**src/rtl/memory_writeback.sv**
```systemverilog
// rtl/memory_writeback.sv - M-stage data-memory handshake with stall, timeout and W-stage register
module memory_writeback (
    input  logic        clk,
    input  logic        reset,
    input  logic        RegWriteM,
    input  logic        MemWriteM,
    input  logic        ResultSrcM,
    input  logic        Cant_ByteM,
    input  logic [4:0]  RDM,
    input  logic [18:0] ALUResultM,
    input  logic [18:0] WriteDataM,
    output logic        mem_req,
    output logic        mem_we,
    output logic        mem_byte,
    output logic [18:0] mem_addr,
    output logic [18:0] mem_wdata,
    input  logic [18:0] mem_rdata,
    input  logic        mem_ready,
    output logic        RegWriteW,
    output logic [4:0]  RDW,
    output logic [18:0] ResultW,
    output logic        StallM,
    output logic        mem_err
);

    typedef enum logic {
        IDLE   = 1'b0,
        ACCESS = 1'b1
    } state_t;

    state_t      state_q, state_d;
    logic [18:0] addr_q, addr_d;
    logic [18:0] wdata_q, wdata_d;
    logic        we_q, we_d;
    logic        byte_q, byte_d;
    logic        regwrite_acc_q, regwrite_acc_d;
    logic [4:0]  rd_acc_q, rd_acc_d;
    logic [3:0]  tmo_q, tmo_d;
    logic        regwrite_w_q, regwrite_w_d;
    logic [4:0]  rd_w_q, rd_w_d;
    logic [18:0] result_w_q, result_w_d;

    logic        mem_op;
    logic        in_access;
    logic        timeout;
    logic [18:0] load_data;

    assign mem_op    = MemWriteM | ResultSrcM;
    assign in_access = (state_q == ACCESS);
    // mem_ready beats the timeout when both land on the 16th cycle
    assign timeout   = in_access & ~mem_ready & (tmo_q == 4'd15);
    assign load_data = byte_q ? {11'b0, mem_rdata[7:0]} : mem_rdata;

    always_ff @(posedge clk or posedge reset) begin
        if (reset) begin
            state_q        <= IDLE;
            addr_q         <= '0;
            wdata_q        <= '0;
            we_q           <= 1'b0;
            byte_q         <= 1'b0;
            regwrite_acc_q <= 1'b0;
            rd_acc_q       <= '0;
            tmo_q          <= '0;
            regwrite_w_q   <= 1'b0;
            rd_w_q         <= '0;
            result_w_q     <= '0;
        end else begin
            state_q        <= state_d;
            addr_q         <= addr_d;
            wdata_q        <= wdata_d;
            we_q           <= we_d;
            byte_q         <= byte_d;
            regwrite_acc_q <= regwrite_acc_d;
            rd_acc_q       <= rd_acc_d;
            tmo_q          <= tmo_d;
            regwrite_w_q   <= regwrite_w_d;
            rd_w_q         <= rd_w_d;
            result_w_q     <= result_w_d;
        end
    end

    always_comb begin
        state_d        = state_q;
        addr_d         = addr_q;
        wdata_d        = wdata_q;
        we_d           = we_q;
        byte_d         = byte_q;
        regwrite_acc_d = regwrite_acc_q;
        rd_acc_d       = rd_acc_q;
        tmo_d          = tmo_q;
        regwrite_w_d   = regwrite_w_q;
        rd_w_d         = rd_w_q;
        result_w_d     = result_w_q;

        if (state_q == IDLE) begin
            if (mem_op) begin
                state_d        = ACCESS;
                addr_d         = ALUResultM;
                wdata_d        = Cant_ByteM ? {11'b0, WriteDataM[7:0]} : WriteDataM;
                we_d           = MemWriteM;
                byte_d         = Cant_ByteM;
                regwrite_acc_d = RegWriteM;
                rd_acc_d       = RDM;
                tmo_d          = 4'd0;
                regwrite_w_d   = 1'b0;
            end else begin
                regwrite_w_d = RegWriteM & (RDM != 5'd0);
                rd_w_d       = RDM;
                result_w_d   = ALUResultM;
            end
        end else begin
            if (mem_ready) begin
                state_d = IDLE;
                if (we_q) begin
                    regwrite_w_d = 1'b0;
                end else begin
                    regwrite_w_d = regwrite_acc_q & (rd_acc_q != 5'd0);
                    rd_w_d       = rd_acc_q;
                    result_w_d   = load_data;
                end
            end else if (timeout) begin
                state_d      = IDLE;
                regwrite_w_d = 1'b0;
            end else begin
                tmo_d = tmo_q + 4'd1;
            end
        end
    end

    always_comb begin
        mem_req   = in_access;
        mem_we    = in_access & we_q;
        mem_byte  = byte_q;
        mem_addr  = addr_q;
        mem_wdata = wdata_q;
        mem_err   = timeout;
        RegWriteW = regwrite_w_q;
        RDW       = rd_w_q;
        ResultW   = result_w_q;
        StallM    = 1'b0;
        if (!reset) begin
            StallM = in_access ? (~mem_ready & ~timeout) : mem_op;
        end
    end

endmodule

```
**config.mk**
```make
export PLATFORM = sky130hd
export DESIGN_NAME = memory_writeback
export DESIGN_NICKNAME = d
export VERILOG_FILES = /design/src/rtl/memory_writeback.sv
export SDC_FILE = /design/constraint.sdc
export NUM_CORES = 1
export LEC_CHECK = 0
export ABC_AREA = 1
export CORE_ASPECT_RATIO = 0.75
export CORE_MARGIN = 2
export CORE_UTILIZATION = 39
export CTS_CLUSTER_DIAMETER = 200
export DETAILED_ROUTE_END_ITERATION = 16
export PLACE_DENSITY = 0.79
export SETUP_SLACK_MARGIN = 0.02
export SKIP_LAST_GASP = 1
export SYNTH_ARGS = -nofsm -noshare
export SYNTH_HDL_FRONTEND = slang
export SYNTH_SLANG_ARGS = --single-unit
```
**constraint.sdc**
```tcl
create_clock -name clk -period 2.4 [get_ports clk]
set_clock_uncertainty 0.2 [all_clocks]
set_input_delay 0.36 -clock clk [delete_from_list [all_inputs] [get_ports clk]]
set_output_delay 0.36 -clock clk [all_outputs]
set_load 0.005 [all_outputs]
```
# Yosys cells after proc, flatten, opt, wreduce, memory -nomap -nowiden
# Index checks and enable logic that the tools add are counted.
[op_classes] add_sub_neg=1 eq_ne=7 n_mux=25 bitwise=10 reduce_logical=6
[op_table] operator="2-to-1 mux 19 bit" count=6
[op_table] operator="2-to-1 mux 5 bit" count=4
[op_table] operator="2-to-1 mux 4 bit" count=4
[op_table] operator="2-to-1 mux 1 bit" count=11
[op_table] operator="inequality test 2 bit (second input constant)" count=5
[op_table] operator="nonzero test 5 bit" count=2
[op_table] operator="bitwise AND 1 bit" count=6
[op_table] operator="AND reduction 3 bit" count=2
[op_table] operator="adder 4 x 1 -> 4 bit (second input constant)" count=1
[op_table] operator="equality test 4 bit (second input constant)" count=1
[op_table] operator="inequality test 3 x 2 -> 1 bit (second input constant)" count=1
[op_table] operator="NOT 1 bit" count=3
[op_table] operator="AND reduction 2 bit" count=1
[op_table] operator="nonzero test 2 bit" count=1
[op_table] operator="bitwise OR 1 bit" count=1
[word_totals] regBits=76 out_inout_bits=68 word_cells=60

# Longest topological paths before layout
[logic_depth] depth_word=7 ltp_mapped=10 depth_no_buf=7

# Worst setup path before layout
# OpenSTA, ideal clock, no wires.
[synth_timing] path_type="register -> output" startpoint="register state_q, in the netlist mem_req" endpoint="output StallM" arrival_time_ps=1147 required_ps=1840 setup_slack_ps=693 stages_incl_launch_ff=7 cell_sequence="dfrtp_1 buf_6 inv_4 o21ai_4 buf_4 buf_4 a21oi_1"
[synth_via] elab_chain_cells=6
[synth_lines] item="start, declared" line_no="31" source="state_t state_q, state_d;"
[synth_lines] item="start signal, assigned" line_no="68" source="state_q <= state_d;"
[synth_lines] item="bitwise AND 1 bit (2 in series)" line_no="51" source="assign timeout = in_access & ~mem_ready & (tmo_q == 4'd15);"
[synth_lines] item="NOT 1 bit" line_no="142" source="StallM = in_access ? (~mem_ready & ~timeout) : mem_op;"
[synth_lines] item="bitwise AND 1 bit" line_no="142"
[synth_lines] item="2-to-1 mux 1 bit (*)" line_no="142"
[synth_lines] item="2-to-1 mux 1 bit (*)" line_no="141" source="if (!reset) begin"
[synth_lines] item="end, declared" line_no="22" source="output logic StallM,"
# Every way passes the cells marked *; elsewhere a longest branch is shown, timed or not.

# Worst setup path after layout
[layout_timing] startpoint="register state_q, in the netlist mem_req" endpoint="output mem_we"
[layout_via] elab_chain_cells=1
[layout_lines] item="bitwise AND 1 bit" line_no="132" source="mem_we = in_access & we_q;"
[layout_lines] item="end, declared" line_no="13" source="output logic mem_we,"
# No other way between the ends.

==> results.md <==
Outcome:
- The run finished with clean final reports.

Cells and area:
- The utilization after layout is 0.6079.
- Leaving out fill and tap cells, the most frequent cells in the layout are sky130_fd_sc_hd__nand2_1 (157), sky130_fd_sc_hd__clkdlybuf4s50_1 (135), sky130_fd_sc_hd__dfrtp_1 (76), sky130_fd_sc_hd__o21ai_0 (59), sky130_fd_sc_hd__inv_1 (27).
- The layout-stage area growth over the synthesis result is 53.08%.
- The library cell used most frequently in the layout, excluding fill and tap cells, is sky130_fd_sc_hd__nand2_1.
- The final antenna diode count is 0.
- In the final layout, the share of cells above drive strength 1 is 0.06729.
- The final net count is 601.

STA:
- The worst pin sits at a relative slew slack of 0.5144.
- The final count of hold timing violations came to 0.
- The actual transition at the worst max-transition pin is 0.7277 ns.
- The setup TNS is 0 ns.
- The fraction of the cycle the final worst path needs is 0.9397.
- The final number of setup-violating endpoints is 0.
- The clock period could shrink to 2.255 ns.
- The max-slew violation count is 0.
- Setup repair after global routing left no endpoint under its margin.
- The top achievable clock speed is 0.4434 GHz.

Synthesis:
- The synthesized netlist net count is 468.
- Yosys printed 0 warnings.
- The number of flip-flops and latches in the synthesized netlist is 76.
- The number of unique standard cell types used by synthesis is 24.
- The proportion of synthesized chip area in sequential cells is 0.5714.
- The mapped netlist covers 0.003328 mm².
- The post-synthesis area per instance is 8.362 µm².
- Synthesis produced a netlist whose cell count is 398.

Drt:
- The total wirelength of the detailed-routed design is 9.169 mm.
- For this run, design rule violations remaining after detail routing come to 0.
- Once detail routing completed, the nets flagged for antenna violations numbered 0.
- For this run, the detailed router's first-pass iteration total came to 5.
- After detailed routing, the average wire length per cell comes to 14.26 µm.
- After the first detailed-routing iteration, the DRC count stood at 168.
- The total number of vias is 3048.
- Using the TritonRoute via totals, the vias-per-cell ratio works out to 4.740.

Critical path:
- Setup slack on the worst reg-to-reg path comes out at 0.50 ns.
- The element type at the critical path start is a register.
- The critical path data required time is 1.84 ns.
- The startpoint identified for the worst register-to-register timing path is mem_req.
- For the worst flop-to-flop path, the logic depth is 6.
- For the worst setup path, the data arrival time is 1.70 ns.
- The setup path with the least slack is of type reg2out.
- STA classifies the critical path endpoint as an output pin.
- The endpoint identified for the worst register-to-register timing path is tmo_q[2].
- Along the worst path, the maximum fanout reaches 34.

Floorplan:
- The area of the die is 0.009296 mm².
- The die width is 110.7 µm.
- The core region is 0.008382 mm².
- The count of boundary I/O pins is 137.
- The initial standard-cell utilization of the core is 0.3971.
- The initialized floorplan defines 29 standard-cell rows.
- The y dimension of the die is 84 µm.

Pwr:
- For this design the ratio of total power to cell area is 1058 mW/mm².
- IR analysis of the VDD net gives a maximum drop of 0.5376 mV.
- The overall power after layout is 5.392 mW.
- The leakage dissipation is 2.400 nW.

GRT:
- The initial antenna violation count is 0.
- The global-route usage over all layers is 0.1999.
- The met1 track demand over resource is 0.2728.
- The wire length of the first global-routing pass is 15.02 mm.
- For met3 alone, demand over resource in global routing was 0.06609.
- The layer flagged by global routing as most heavily used is met2.
- The via count of the first global-routing pass is 3036.
- Entering global routing, the biggest net connects 71 pins.
- In the global route stage, met2 resource usage came out at 0.3101.
- For this run the aggregate overflow at the end of global routing stands at 0.

Clock tree:
- TritonCTS built the clock tree.
- The later pin in the worst-skew pair is clocked with a latency of 0.32 ns.
- The clock-pin slew on the worst setup and hold paths is 0.06 ns.
- The post-CTS repair timing setup buffer count is 0.
- The clock tree root buffer cell is sky130_fd_sc_hd__clkbuf_16.
- The H-tree depth is 3.
- The clock tree buffer depth is 2.
- Counting every sink on the clock net gives 76.
- Buffers inserted during clock tree synthesis total 9.

Flow run:
- Max-cap violations in this run came to 0.

Placed design:
- The count of port buffers added during placement is 136.
- The final weighted congestion in routability-driven placement is 0.8720.
- The HPWL after detailed placement is 6.651 mm.

Hold path:
- The path class of the tightest hold or removal check is in2async.
cells in the mapped netlist, drive strengths merged:
library cell  count  area, µm²
nand3            18      95.09
ha                1      12.51
inv              31      118.9
or2               5      31.28
buf              10      82.57
o21ai            70      361.6
o21bai            1      7.510
nand4             1      6.260
dfrtp            76       1902
nor3b             1      7.510
a21oi             1      5.000
nor2             14      62.56
nand2           157      589.3
clkbuf           12      46.29
worst max path at each step:
stage                          from  endpoint  slack, ns
after CTS                   mem_req    mem_we       0.03
final                       mem_req    mem_we       0.14
after detailed placement  mem_ready    StallM       0.10
after global routing       tmo_q[0]   mem_err       0.03
after global placement    mem_ready    StallM       0.12
after floorplan             mem_req    StallM       0.69
repair_timing:
item,4_1_cts,5_1_grt
gates resized for setup,1,2
hold buffers,0,0
cloned,0,0
setup endpoints to repair,1,1
sequential cells by signal, summed over array words and instances (netlist names):
signal          flops
mem_addr           19
we_q                1
ResultW            19
mem_byte            1
tmo_q               4
regwrite_acc_q      1
mem_req             1
mem_wdata          19
rd_acc_q            5
RegWriteW           1
RDW                 5
where the power goes:
part | switching (mW) | internal (mW) | leakage [nW]
sequential | 0.290 | 1.75 | 0.948
combinational | 0.898 | 1.13 | 1.31
clock | 0.506 | 0.821 | 0.144
total | 1.69 | 3.70 | 2.40
stage by stage:
step / cells / instance area [µm²] / hold WS [ns] / worst slack [ns]
floorplan: 398 / 3332 / 0.2492 / 0.6927
global route: 643 / 5095 / 0.2991 / 0.03348
global placement: 628 / 4797 / 0.2643 / 0.1175
CTS: 643 / 5087 / 0.2744 / 0.02748
finish: 643 / 5095 / 0.2625 / 0.1448
detailed placement: 628 / 4797 / 0.2641 / 0.1019
routing by layer:
| layer | routed length [µm] | part of all wire |
|---|---|---|
| met5 | 0 | 0 |
| met4 | 97 | 0.011 |
| met3 | 641 | 0.070 |
| met2 | 4201 | 0.46 |
| met1 | 4229 | 0.46 |
kinds of logic after synthesis:
group	Yosys count	share of synthesized area
AND/OR/NAND/NOR	196	0.2380
flip-flops	76	0.5714
AO/OA/AOI/OAI	72	0.1124
buffers and inverters	53	0.07443
adder cells (fa/ha/maj)	1	0.003759
worst max-delay path: stages (launching register included):
cell	delay, ns
sky130_fd_sc_hd__dfrtp_1	0.41
sky130_fd_sc_hd__buf_8	0.23
sky130_fd_sc_hd__nand2_1	0.14
sky130_fd_sc_hd__inv_1	0.09
sky130_fd_sc_hd__clkdlybuf4s50_1	0.50
cell type report:
cell class	instances	area, µm²
Fill cell	737	3287
Sequential cell	76	1902
Timing Repair Buffer	144	1465
Multi-Input combinational cell	269	1179
Clock buffer	10	239.0
Tap cell	108	135.1
Inverter	31	122.6
Clock inverter	5	52.55
(Power assumes the default switching activity.)
